[config.mk]
export PLATFORM = sky130hd
export DESIGN_NAME = divu4_seq
export DESIGN_NICKNAME = d
export VERILOG_FILES = /design/src/rtl/divu4_seq.sv
export SDC_FILE = /design/constraint.sdc
export NUM_CORES = 1
export LEC_CHECK = 0
export CORE_MARGIN = 2
export CORE_UTILIZATION = 57
export DETAILED_ROUTE_END_ITERATION = 7
export PLACE_DENSITY = 0.83
export SYNTH_ARGS = -nofsm -noshare
export SYNTH_HDL_FRONTEND = slang
export SYNTH_SLANG_ARGS = --single-unit
export TNS_END_PERCENT = 1
[constraint.sdc]
create_clock -name Clock -period 3.55 [get_ports Clock]
set_clock_uncertainty 0.2 [all_clocks]
set_input_delay 0.355 -clock Clock [delete_from_list [all_inputs] [get_ports Clock]]
set_output_delay 0.355 -clock Clock [all_outputs]
set_load 0.005 [all_outputs]
[src/rtl/divu4_seq.sv]
// Sequential unsigned 4-bit restoring divider, one quotient bit per cycle.
// Returns Q/R/DivZero with a one-cycle Done pulse; B=0 completes immediately.
module divu4_seq (
    input  logic       Clock,
    input  logic       Reset,
    input  logic       Start,
    input  logic [3:0] A,
    input  logic [3:0] B,
    output logic       Busy,
    output logic       Done,
    output logic [3:0] Q,
    output logic [3:0] R,
    output logic       DivZero
);

    typedef enum logic [1:0] {
        IDLE = 2'd0,
        RUN  = 2'd1,
        FIN  = 2'd2
    } state_t;

    state_t     state_q, state_d;
    logic [3:0] a_q, a_d;
    logic [3:0] b_q, b_d;
    logic [3:0] p_q, p_d;
    logic [3:0] q_q, q_d;
    logic [1:0] cnt_q, cnt_d;
    logic [3:0] quo_q, quo_d;
    logic [3:0] rem_q, rem_d;
    logic       dz_q, dz_d;

    logic [3:0] t;
    logic [3:0] diff;
    logic       bw;

    // p[3] is always 0 at a shift; folding it in keeps the borrow exact anyway
    always_comb begin
        t          = {p_q[2:0], a_q[3]};
        {bw, diff} = {p_q[3], t} - {1'b0, b_q};
    end

    always_comb begin
        state_d = state_q;
        a_d     = a_q;
        b_d     = b_q;
        p_d     = p_q;
        q_d     = q_q;
        cnt_d   = cnt_q;
        quo_d   = quo_q;
        rem_d   = rem_q;
        dz_d    = dz_q;
        unique case (state_q)
            IDLE, FIN: begin
                state_d = IDLE;
                if (Start) begin
                    if (B == 4'd0) begin
                        state_d = FIN;
                        quo_d   = 4'hF;
                        rem_d   = A;
                        dz_d    = 1'b1;
                    end else begin
                        state_d = RUN;
                        a_d     = A;
                        b_d     = B;
                        p_d     = 4'd0;
                        q_d     = 4'd0;
                        cnt_d   = 2'd0;
                    end
                end
            end
            RUN: begin
                p_d   = bw ? t : diff;
                q_d   = {q_q[2:0], ~bw};
                a_d   = {a_q[2:0], 1'b0};
                cnt_d = cnt_q + 2'd1;
                if (cnt_q == 2'd3) begin
                    state_d = FIN;
                    quo_d   = q_d;
                    rem_d   = p_d;
                    dz_d    = 1'b0;
                end
            end
            default: state_d = IDLE;
        endcase
    end

    always_ff @(posedge Clock) begin
        if (Reset) begin
            state_q <= IDLE;
            a_q     <= 4'd0;
            b_q     <= 4'd0;
            p_q     <= 4'd0;
            q_q     <= 4'd0;
            cnt_q   <= 2'd0;
            quo_q   <= 4'd0;
            rem_q   <= 4'd0;
            dz_q    <= 1'b0;
        end else begin
            state_q <= state_d;
            a_q     <= a_d;
            b_q     <= b_d;
            p_q     <= p_d;
            q_q     <= q_d;
            cnt_q   <= cnt_d;
            quo_q   <= quo_d;
            rem_q   <= rem_d;
            dz_q    <= dz_d;
        end
    end

    assign Busy    = (state_q == RUN);
    assign Done    = (state_q == FIN);
    assign Q       = quo_q;
    assign R       = rem_q;
    assign DivZero = dz_q;

endmodule

==> results of run 1 <==
[flip-flops by register name, summed over array words and instances (netlist names)]
name,flops
R,4
p_q,4
q_q,3
cnt_q,2
a_q,4
Q,4
DivZero,1
state_q,2
b_q,4
[metrics by stage]
| stage | utilization | power [µW] |
|---|---|---|
| 2_1_floorplan | - | 463 |
| 3_3_place_gp | 0.685 | 498 |
| 3_5_place_dp | 0.685 | 504 |
| 4_1_cts | 0.706 | 713 |
| 5_1_grt | 0.706 | 745 |
| 6_report | 0.706 | 713 |
[path summary, 6_finish.rpt]
kind,from,end,slack [ps],cells past startpoint
max,state_q[1],Busy,890,3
min,DivZero,DivZero,270,2
max reg2reg,a_q[3],R[2],1030,8
min reg2reg,DivZero,DivZero,270,2
[per-layer routing]
layer,track usage,vias to the layer above
li1,-,678
met1,0.300,615
met2,0.376,54
met3,0.0281,8
met4,0.101,0
met5,0,-
[final cells by class]
type,count,share of cell area
flip-flops and latches,28,0.318
multi-input cells,139,0.493
repair buffers,22,0.123
clock buffers,3,0.0128
clock inverters,1,0.0170
inverters,7,0.0149
well taps,30,0.0213
[cells in the final DEF (no fill, tap or decap), types with 2 or more instances in the layout]
cell,count
dfxtp_1,28
nand2_1,24
a21oi_1,21
nor2_1,21
clkdlybuf4s50_1,21
nand3_1,7
inv_1,6
mux2i_1,6
nor3_1,5
ha_1,5
a211oi_1,4
or3_1,4
nand3b_1,4
o21ai_1,4
nor2b_1,3
a22oi_1,3
a211oi_2,3
clkbuf_4,3
nand2b_1,2
and2_1,2
o21ai_0,2
nor4b_1,2
nor4_1,2
[worst reg2reg max path, stage by stage, from the launching register on]
cell	delay, ps
dfxtp_1	390
inv_1	70
ha_1	240
fa_1	430
nand2b_1	200
a21oi_2	300
nor2_1	90
a311oi_1	390
a211oi_2	120
[report_power, final]
part / switching, µW / internal (µW)
combinational: 90.8 / 66.8
sequential: 12.7 / 329
clock: 99.4 / 114
total: 203 / 510
[cell families (layout without fill, tap and decap cells)]
kind of cell,after synthesis,count (layout),share of synthesized area
simple gates,82,82,0.285
buf+inv,16,33,0.0530
mux,6,6,0.0397
xor+xnor,3,3,0.0224
flops,28,28,0.371
fa+ha+maj,6,6,0.0546
compound gates,42,42,0.175
==> run_results.csv, run 1 <==
group,metric,value,unit
status,status,"complete, no violations",
min_path,hold_class,"flop to flop",
clock_tree,cts_hold_buf,0,
floorplanning,rows,18,
cells_and_area,final_nets,218,
pwr,p_leak,0.000663,µW
clock_tree,cts_tree,"done",
sta,finalMaxSlewViolations,0,
floorplanning,pin_count,22,
critical_path,cp_max_fo,17,
sta,final.setup.tns,0,ps
cells_and_area,antenna_cells,0,
logic_synthesis,synth-seq-cells,28,
grt,grt_first_pass_wirelength,5770,µm
route,top_layer_used,"met4",
critical_path,slowest_stage,"clkdlybuf4s50_1",
floorplanning,die_w,55.5,µm
floorplanning,die_area,0.00308,mm²
clock_tree,htreeDepth,1,
floorplanning,initial_core_util,0.605,
logic_synthesis,synth_common_cells,"dfxtp_1, nand2_1, a21oi_1, nor2_1, nand3_1",
sta,timing.hold.ws,271,ps
cells_and_area,fillCellCount,194,
sta,finalSetupViolCount,0,
flow_run,drv_cap,0,
floorplanning,fp.dieH,55.5,µm
critical_path,critPathLaunchType,"flop",
logic_synthesis,syn_inst,183,
critical_path,worstPathArrival,2100,ps
cells_and_area,ff_latch_area,561,µm²
critical_path,critical_path.cell_chain,"nand2b_1 > inv_2 > clkdlybuf4s50_1",
floorplanning,coreArea,0.00250,mm²
clock_tree,clkLatencyLatePin,340,ps
sta,grt_setup_unrepaired,"no",
sta,fin_crit_sh,0.748,
logic_synthesis,synthesis.nets,200,
sta,tightest_slew,720,ps
clock_tree,cts-root-buf,"clkbuf_4",
critical_path,crit_family,"buffers and inverters",
sta,maxSlewHeadroom,0.518,
placement,place_ws,1060,ps
logic_synthesis,async_reset_ff_frac,0,
clock_tree,cts_sinks,28,
route,wl_met3,155,µm
cells_and_area,multi_input_area,871,µm²
clock_tree,numCtsBuffers,3,
logic_synthesis,synth_flop_cell,"dfxtp_1",
sta,finalWorstSetupSlack,893,ps
route,remaining_drc_errors,0,
placement,dpl.hpwl,2470,µm
route,drtIter0Drc,46,
logic_synthesis,synth_most_common_cell,"dfxtp_1",
clock_tree,clk_pin_slew_worst_paths,160,ps
grt,grt_pass1_vias,1351,
route,viasPerCell,5.89,
cells_and_area,instances_no_fill,230,
clock_tree,cts.path.max_buffers,2,
logic_synthesis,synthDistinctLibCells,41,
critical_path,worst-setup-path-type,"flop to output pin",
logic_synthesis,ys_seq_area_frac,0.371,
logic_synthesis,synth_top_area_share,0.371,
logic_synthesis,syn_area,0.00151,mm²
pwr,ir_drop,0.000311,V
logic_synthesis,avgSynthCellArea,8.26,µm²
logic_synthesis,synth-edff-count,0,
grt,grt_max_degree,22,
critical_path,critPathMaxStageDelay,570,ps
placement,io_buffers,21,
grt,antenna_found_initial,0,
sta,hold_viol_final,0,
cells_and_area,finalInstanceArea,0.00177,mm²
route,drt-met1-wl,1530,µm
pwr,power_density,404,mW/mm²
critical_path,path_buf_inv,2,
grt,grt_overflow_total,0,
route,route.met2.wl,1520,µm
clock_tree,post_cts_resized,0,
logic_synthesis,yosysWarnings,0,
sta,period_minus_slack,2660,ps
clock_tree,post-cts-setup-buffer-count,0,
route,wl,3260,µm
route,ant_nets,0,
route,wire_per_inst,14.2,µm
logic_synthesis,netlist.top_cell.by_area,"dfxtp_1",
cells_and_area,drive_above_1_share,0.0750,
sta,fmax,376,MHz
critical_path,critPathRequiredTime,2990,ps
logic_synthesis,netlist_top_cells_area,"dfxtp_1, a21oi_1, nand2_1",
placement,globalplace.congestion,0.873,
critical_path,worst_setup_path_end_kind,"output pin",
route,firstDrtPassIters,5,
placement,dp_cells,226,
route,vias,1355,
placement,dpl_cell_area,0.00171,mm²
cells_and_area,area_growth,16.8,%
grt,grt_util_all_layers,0.229,
No activity file was read; power rests on OpenSTA's default activity.
==> run 2: changes to the inputs <==
- CORE_UTILIZATION: 57 -> 53
- PLACE_DENSITY: 0.83 -> 0.78
- clock period: 3.55 -> 2.8 ns (I/O delays scaled with it)
==> run 2 against run 1 <==
Die area increased by 7.0%. Sequential power increased by 27%. Via count increased by 1.1%. Setup slack got worse by 620 ps. Critical endpoint is now R[2].
==> run_results.csv, run 2 (synthesis gave the netlist of run 1 again) <==
group,metric,value,unit
critical_path,path_buf_inv,1,
critical_path,worstPathArrival,2540,ps
clock_tree,htreeDepth,1,
cells_and_area,most-common-layout-cells,"dfxtp_1, nand2_1, a21oi_1, nor2_1, clkdlybuf4s50_1",
route,vias,1370,
route,wl,3290,µm
critical_path,reg2reg_depth,8,
grt,grt_util_all_layers,0.211,
floorplanning,pin_count,22,
status,status,"complete, no violations",
pwr,p_leak,0.000673,µW
cells_and_area,drive_above_1_share,0.0842,
clock_tree,clk_pin_slew_worst_paths,160,ps
grt,grt_overflow_total,0,
route,wire_per_inst,14.1,µm
critical_path,crit_family,"compound AO/OA/AOI/OAI gates",
cells_and_area,ff_latch_area,561,µm²
sta,finalSetupViolCount,0,
grt,antenna_found_initial,0,
cells_and_area,final_common_cell,"dfxtp_1",
sta,final.setup.tns,0,ps
clock_tree,cts_hold_buf,0,
placement,dpl.hpwl,2450,µm
flow_run,drv_cap,0,
critical_path,critPathLaunchType,"flop",
clock_tree,cts.path.max_buffers,2,
sta,tightest_slew,610,ps
clock_tree,post-cts-setup-buffer-count,0,
clock_tree,post_cts_resized,0,
critical_path,worst-setup-path-type,"flop to flop",
cells_and_area,area_growth,17.9,%
clock_tree,cts-root-buf,"clkbuf_4",
critical_path,slowest_stage,"fa_1",
critical_path,cp.depth,8,
route,ant_nets,0,
sta,hold_viol_final,0,
pwr,ir_drop,0.000340,V
critical_path,worst_setup_path_end_kind,"flop",
sta,maxSlewHeadroom,0.592,
grt,grt_pass1_vias,1241,
grt,grt_first_pass_wirelength,5470,µm
cells_and_area,fin_util,0.652,
sta,finalWorstSetupSlack,269,ps
cells_and_area,finalInstanceArea,0.00178,mm²
floorplanning,initial_core_util,0.553,
sta,finalMaxSlewViolations,0,
clock_tree,clkLatencyLatePin,340,ps
placement,io_buffers,21,
route,viasPerCell,5.88,
clock_tree,cts_tree,"done",
clock_tree,cts_sinks,28,
cells_and_area,final_nets,220,
route,drtIter0Drc,51,
placement,place_ws,320,ps
clock_tree,numCtsBuffers,3,
min_path,hold-path-cell-count,2,
critical_path,cp_max_fo,7,
floorplanning,fp.dieH,57.4,µm
route,remaining_drc_errors,0,
cells_and_area,multi_input_area,871,µm²
sta,period_minus_slack,2530,ps
sta,grt_setup_unrepaired,"no",
critical_path,critPathRequiredTime,2810,ps
floorplanning,coreArea,0.00273,mm²
floorplanning,die_area,0.00329,mm²
min_path,hold_class,"flop to flop",
floorplanning,die_w,57.4,µm
placement,dpl_cell_area,0.00173,mm²
cells_and_area,fillCellCount,230,
critical_path,critical_path.cell_chain,"inv_1 > ha_1 > fa_1 > nand2b_1 > a21oi_2 > nor2_1 > a311oi_1 > a211oi_2",
grt,grt_max_degree,18,
sta,fin_crit_sh,0.904,
sta,fmax,395,MHz
route,firstDrtPassIters,4,
floorplanning,rows,19,
placement,globalplace.congestion,0.816,
cells_and_area,antenna_cells,0,
pwr,power_density,511,mW/mm²
critical_path,critPathMaxStageDelay,430,ps
-- run 2: layout make-up --
type	count	share of cell area
clock buffers	3	0.0126
clock inverters	1	0.0169
inverters	7	0.0147
multi-input cells	139	0.489
flip-flops and latches	28	0.315
well taps	31	0.0218
repair buffers	24	0.131
-- run 2: final timing paths --
path | start | to | slack [ps]
max | a_q[3] | R[2] | 270
min | DivZero | DivZero | 270
max reg2reg | a_q[3] | R[2] | 270
min reg2reg | DivZero | DivZero | 270
-- run 2: worst register-to-register path, delay by kind of cell, from the launching register on --
family / cells / cell delay, ps
flops: 1 / 380
fa+ha+maj: 2 / 670
buf+inv: 1 / 60
compound gates: 3 / 810
simple gates: 2 / 290
-- run 2: report_power, final --
part	leakage [µW]	internal [µW]	switching (µW)
clock	0.0000279	145	127
sequential	0.000228	417	15.7
combinational	0.000417	87.4	118
-- run 2: per-layer routing --
metal	vias up	track usage	share of wire
li1	677	-	-
met1	635	0.298	0.48
met2	47	0.330	0.46
met3	11	0.0295	0.040
met4	0	0.0764	0.019
met5	-	0	0
-- run 2: per-stage QoR --
| step | hold WS (ps) | total power, µW | std cells |
|---|---|---|---|
| floorplan | 216 | 587 | 183 |
| global placement | 243 | 635 | 229 |
| detailed placement | 250 | 644 | 229 |
| CTS | 271 | 910 | 233 |
| global route | 299 | 948 | 233 |
| finish | 271 | 910 | 233 |
==> run 3: changes to the inputs <==
- CORE_ASPECT_RATIO: unset -> 0.9
- SKIP_CTS_REPAIR_TIMING: unset -> 1
==> run 3 against run 2 <==
Count of clock-buffer cells in the layout is the same. Register-to-register slack lost 70 ps. Cell area grew 0.63%. Setup slack lost 74 ps. Combinational power is essentially flat. Sequential share of layout area shrank 0.20 points. Non-clock buffer count is the same. Clock power shrank 2%. Global-route usage grew 2.3 points. Critical path depth is the same.
==> run_results.csv, run 3 (synthesis gave the netlist of run 1 again) <==
group,metric,value,unit
route,ant_nets,0,
floorplanning,rows,18,
floorplanning,pin_count,22,
placement,dpl.hpwl,2540,µm
floorplanning,die_area,0.00330,mm²
clock_tree,cts-root-buf,"clkbuf_4",
critical_path,reg2reg_from,"a_q[3]",
critical_path,crit_family,"compound AO/OA/AOI/OAI gates",
cells_and_area,final_common_cell,"dfxtp_1",
route,vias,1392,
placement,place_ws,339,ps
critical_path,worstPathArrival,2620,ps
sta,fin_crit_sh,0.930,
grt,antenna_found_initial,0,
clock_tree,cts_sinks,28,
grt,grt_pass1_vias,1244,
sta,maxSlewHeadroom,0.618,
clock_tree,cts_tree,"done",
pwr,power_density,505,mW/mm²
clock_tree,htreeDepth,1,
sta,finalWorstSetupSlack,196,ps
grt,grt_max_degree,19,
min_path,hold-path-cell-count,2,
status,status,"complete, no violations",
route,viasPerCell,5.75,
pwr,ir_drop,0.000402,V
critical_path,cp.depth,8,
sta,final.setup.tns,0,ps
critical_path,worst-setup-path-type,"flop to flop",
pwr,cellInternalPower,649,µW
grt,grt_overflow_total,0,
floorplanning,initial_core_util,0.555,
flow_run,drv_cap,0,
critical_path,worst_setup_path_end_kind,"flop",
critical_path,rr_endpoint,"p_q[2]",
cells_and_area,drive_above_1_share,0.0842,
sta,tightest_slew,571,ps
clock_tree,clk_pin_slew_worst_paths,150,ps
clock_tree,numCtsBuffers,3,
grt,grt_first_pass_wirelength,5660,µm
sta,finalMaxSlewViolations,0,
cells_and_area,area_growth,18.6,%
cells_and_area,most-common-layout-cells,"dfxtp_1, nand2_1, a21oi_1, nor2_1, clkdlybuf4s50_1",
floorplanning,die_w,60.3,µm
route,drtIter0Drc,70,
critical_path,critical_path.cell_chain,"inv_1 > ha_1 > fa_1 > nand2b_1 > a21oi_2 > nor2_1 > a311oi_1 > a21oi_1",
cells_and_area,antenna_cells,0,
critical_path,ff2ff_setup_slack,200,ps
pwr,p_sw,257,µW
pwr,sw_frac_of_total,0.284,
critical_path,reg2reg_depth,8,
sta,fmax,384,MHz
min_path,min_from,"b_q[2]",
floorplanning,coreArea,0.00273,mm²
clock_tree,cts.path.max_buffers,2,
critical_path,path_buf_inv,1,
placement,io_buffers,21,
sta,finalSetupViolCount,0,
critical_path,critPathLaunchType,"flop",
clock_tree,clkLatencyLatePin,330,ps
sta,grt_setup_unrepaired,"no",
critical_path,critPathMaxStageDelay,430,ps
sta,hold_viol_final,0,
pwr,comb_power_share,0.227,
cells_and_area,final_nets,220,
grt,grt_util_all_layers,0.235,
placement,globalplace.congestion,0.807,
min_path,hold_class,"flop to flop",
pwr,clkPwrFrac,0.294,
floorplanning,fp.dieH,54.7,µm
critical_path,slowest_stage,"a311oi_1",
route,firstDrtPassIters,4,
sta,period_minus_slack,2600,ps
route,wl,3530,µm
pwr,seqPwrFrac,0.478,
pwr,p_leak,0.000673,µW
critical_path,cp_max_fo,7,
route,wire_per_inst,14.6,µm
route,remaining_drc_errors,0,
critical_path,critPathRequiredTime,2810,ps
min_path,min_to,"b_q[2]",
-- run 3: cell counts in the layout (fill, tap and decap cells not counted) --
Identical to the previous run, type by type.
-- run 3: power groups by stage --
stage	combinational [µW]	sequential, µW	clock [µW]
after floorplan	151	436	0
after global placement	197	440	0
after detailed placement	202	441	0
after CTS	204	433	272
after global routing	227	436	285
final	206	433	267
-- run 3: worst max-delay path by stage --
stage                       from  endpoint  slack (ps)
final                     a_q[3]    p_q[2]         200
after global routing      a_q[3]    p_q[1]          70
after detailed placement  a_q[3]    p_q[1]         340
after global placement    a_q[3]      R[1]         420
after CTS                 a_q[3]    p_q[1]         230
after floorplan           a_q[3]      R[2]         540
-- run 3: final cells by class --
cell class,count,area (µm²)
tap,40,50.0
timing repair buffer,24,233
clock buffer,3,22.5
multi-input combinational,139,871
fill,236,932
inverter,7,26.3
clock inverter,1,30.0
sequential,28,561
-- run 3: worst reg2reg max path, cell delays in order (launching register included) --
cell,delay (ps)
dfxtp_1,380
inv_1,70
ha_1,240
fa_1,420
nand2b_1,200
a21oi_2,320
nor2_1,110
a311oi_1,430
a21oi_1,130
-- run 3: routing by layer --
| layer | track usage | routed length (µm) |
|---|---|---|
| met2 | 0.391 | 1670 |
| met3 | 0.0473 | 290 |
| met5 | 0 | 0 |
| met4 | 0.0741 | 76 |
| met1 | 0.305 | 1490 |
-- run 3: stage by stage --
step | power, µW | utilization | instance area, µm² | hold WS [ps] | cells
2_1_floorplan | 587 | - | 1510 | 216 | 183
3_3_place_gp | 637 | 0.639 | 1740 | 246 | 238
3_5_place_dp | 644 | 0.639 | 1740 | 252 | 238
4_1_cts | 909 | 0.658 | 1790 | 273 | 242
5_1_grt | 948 | 0.658 | 1790 | 298 | 242
6_report | 906 | 0.658 | 1790 | 270 | 242
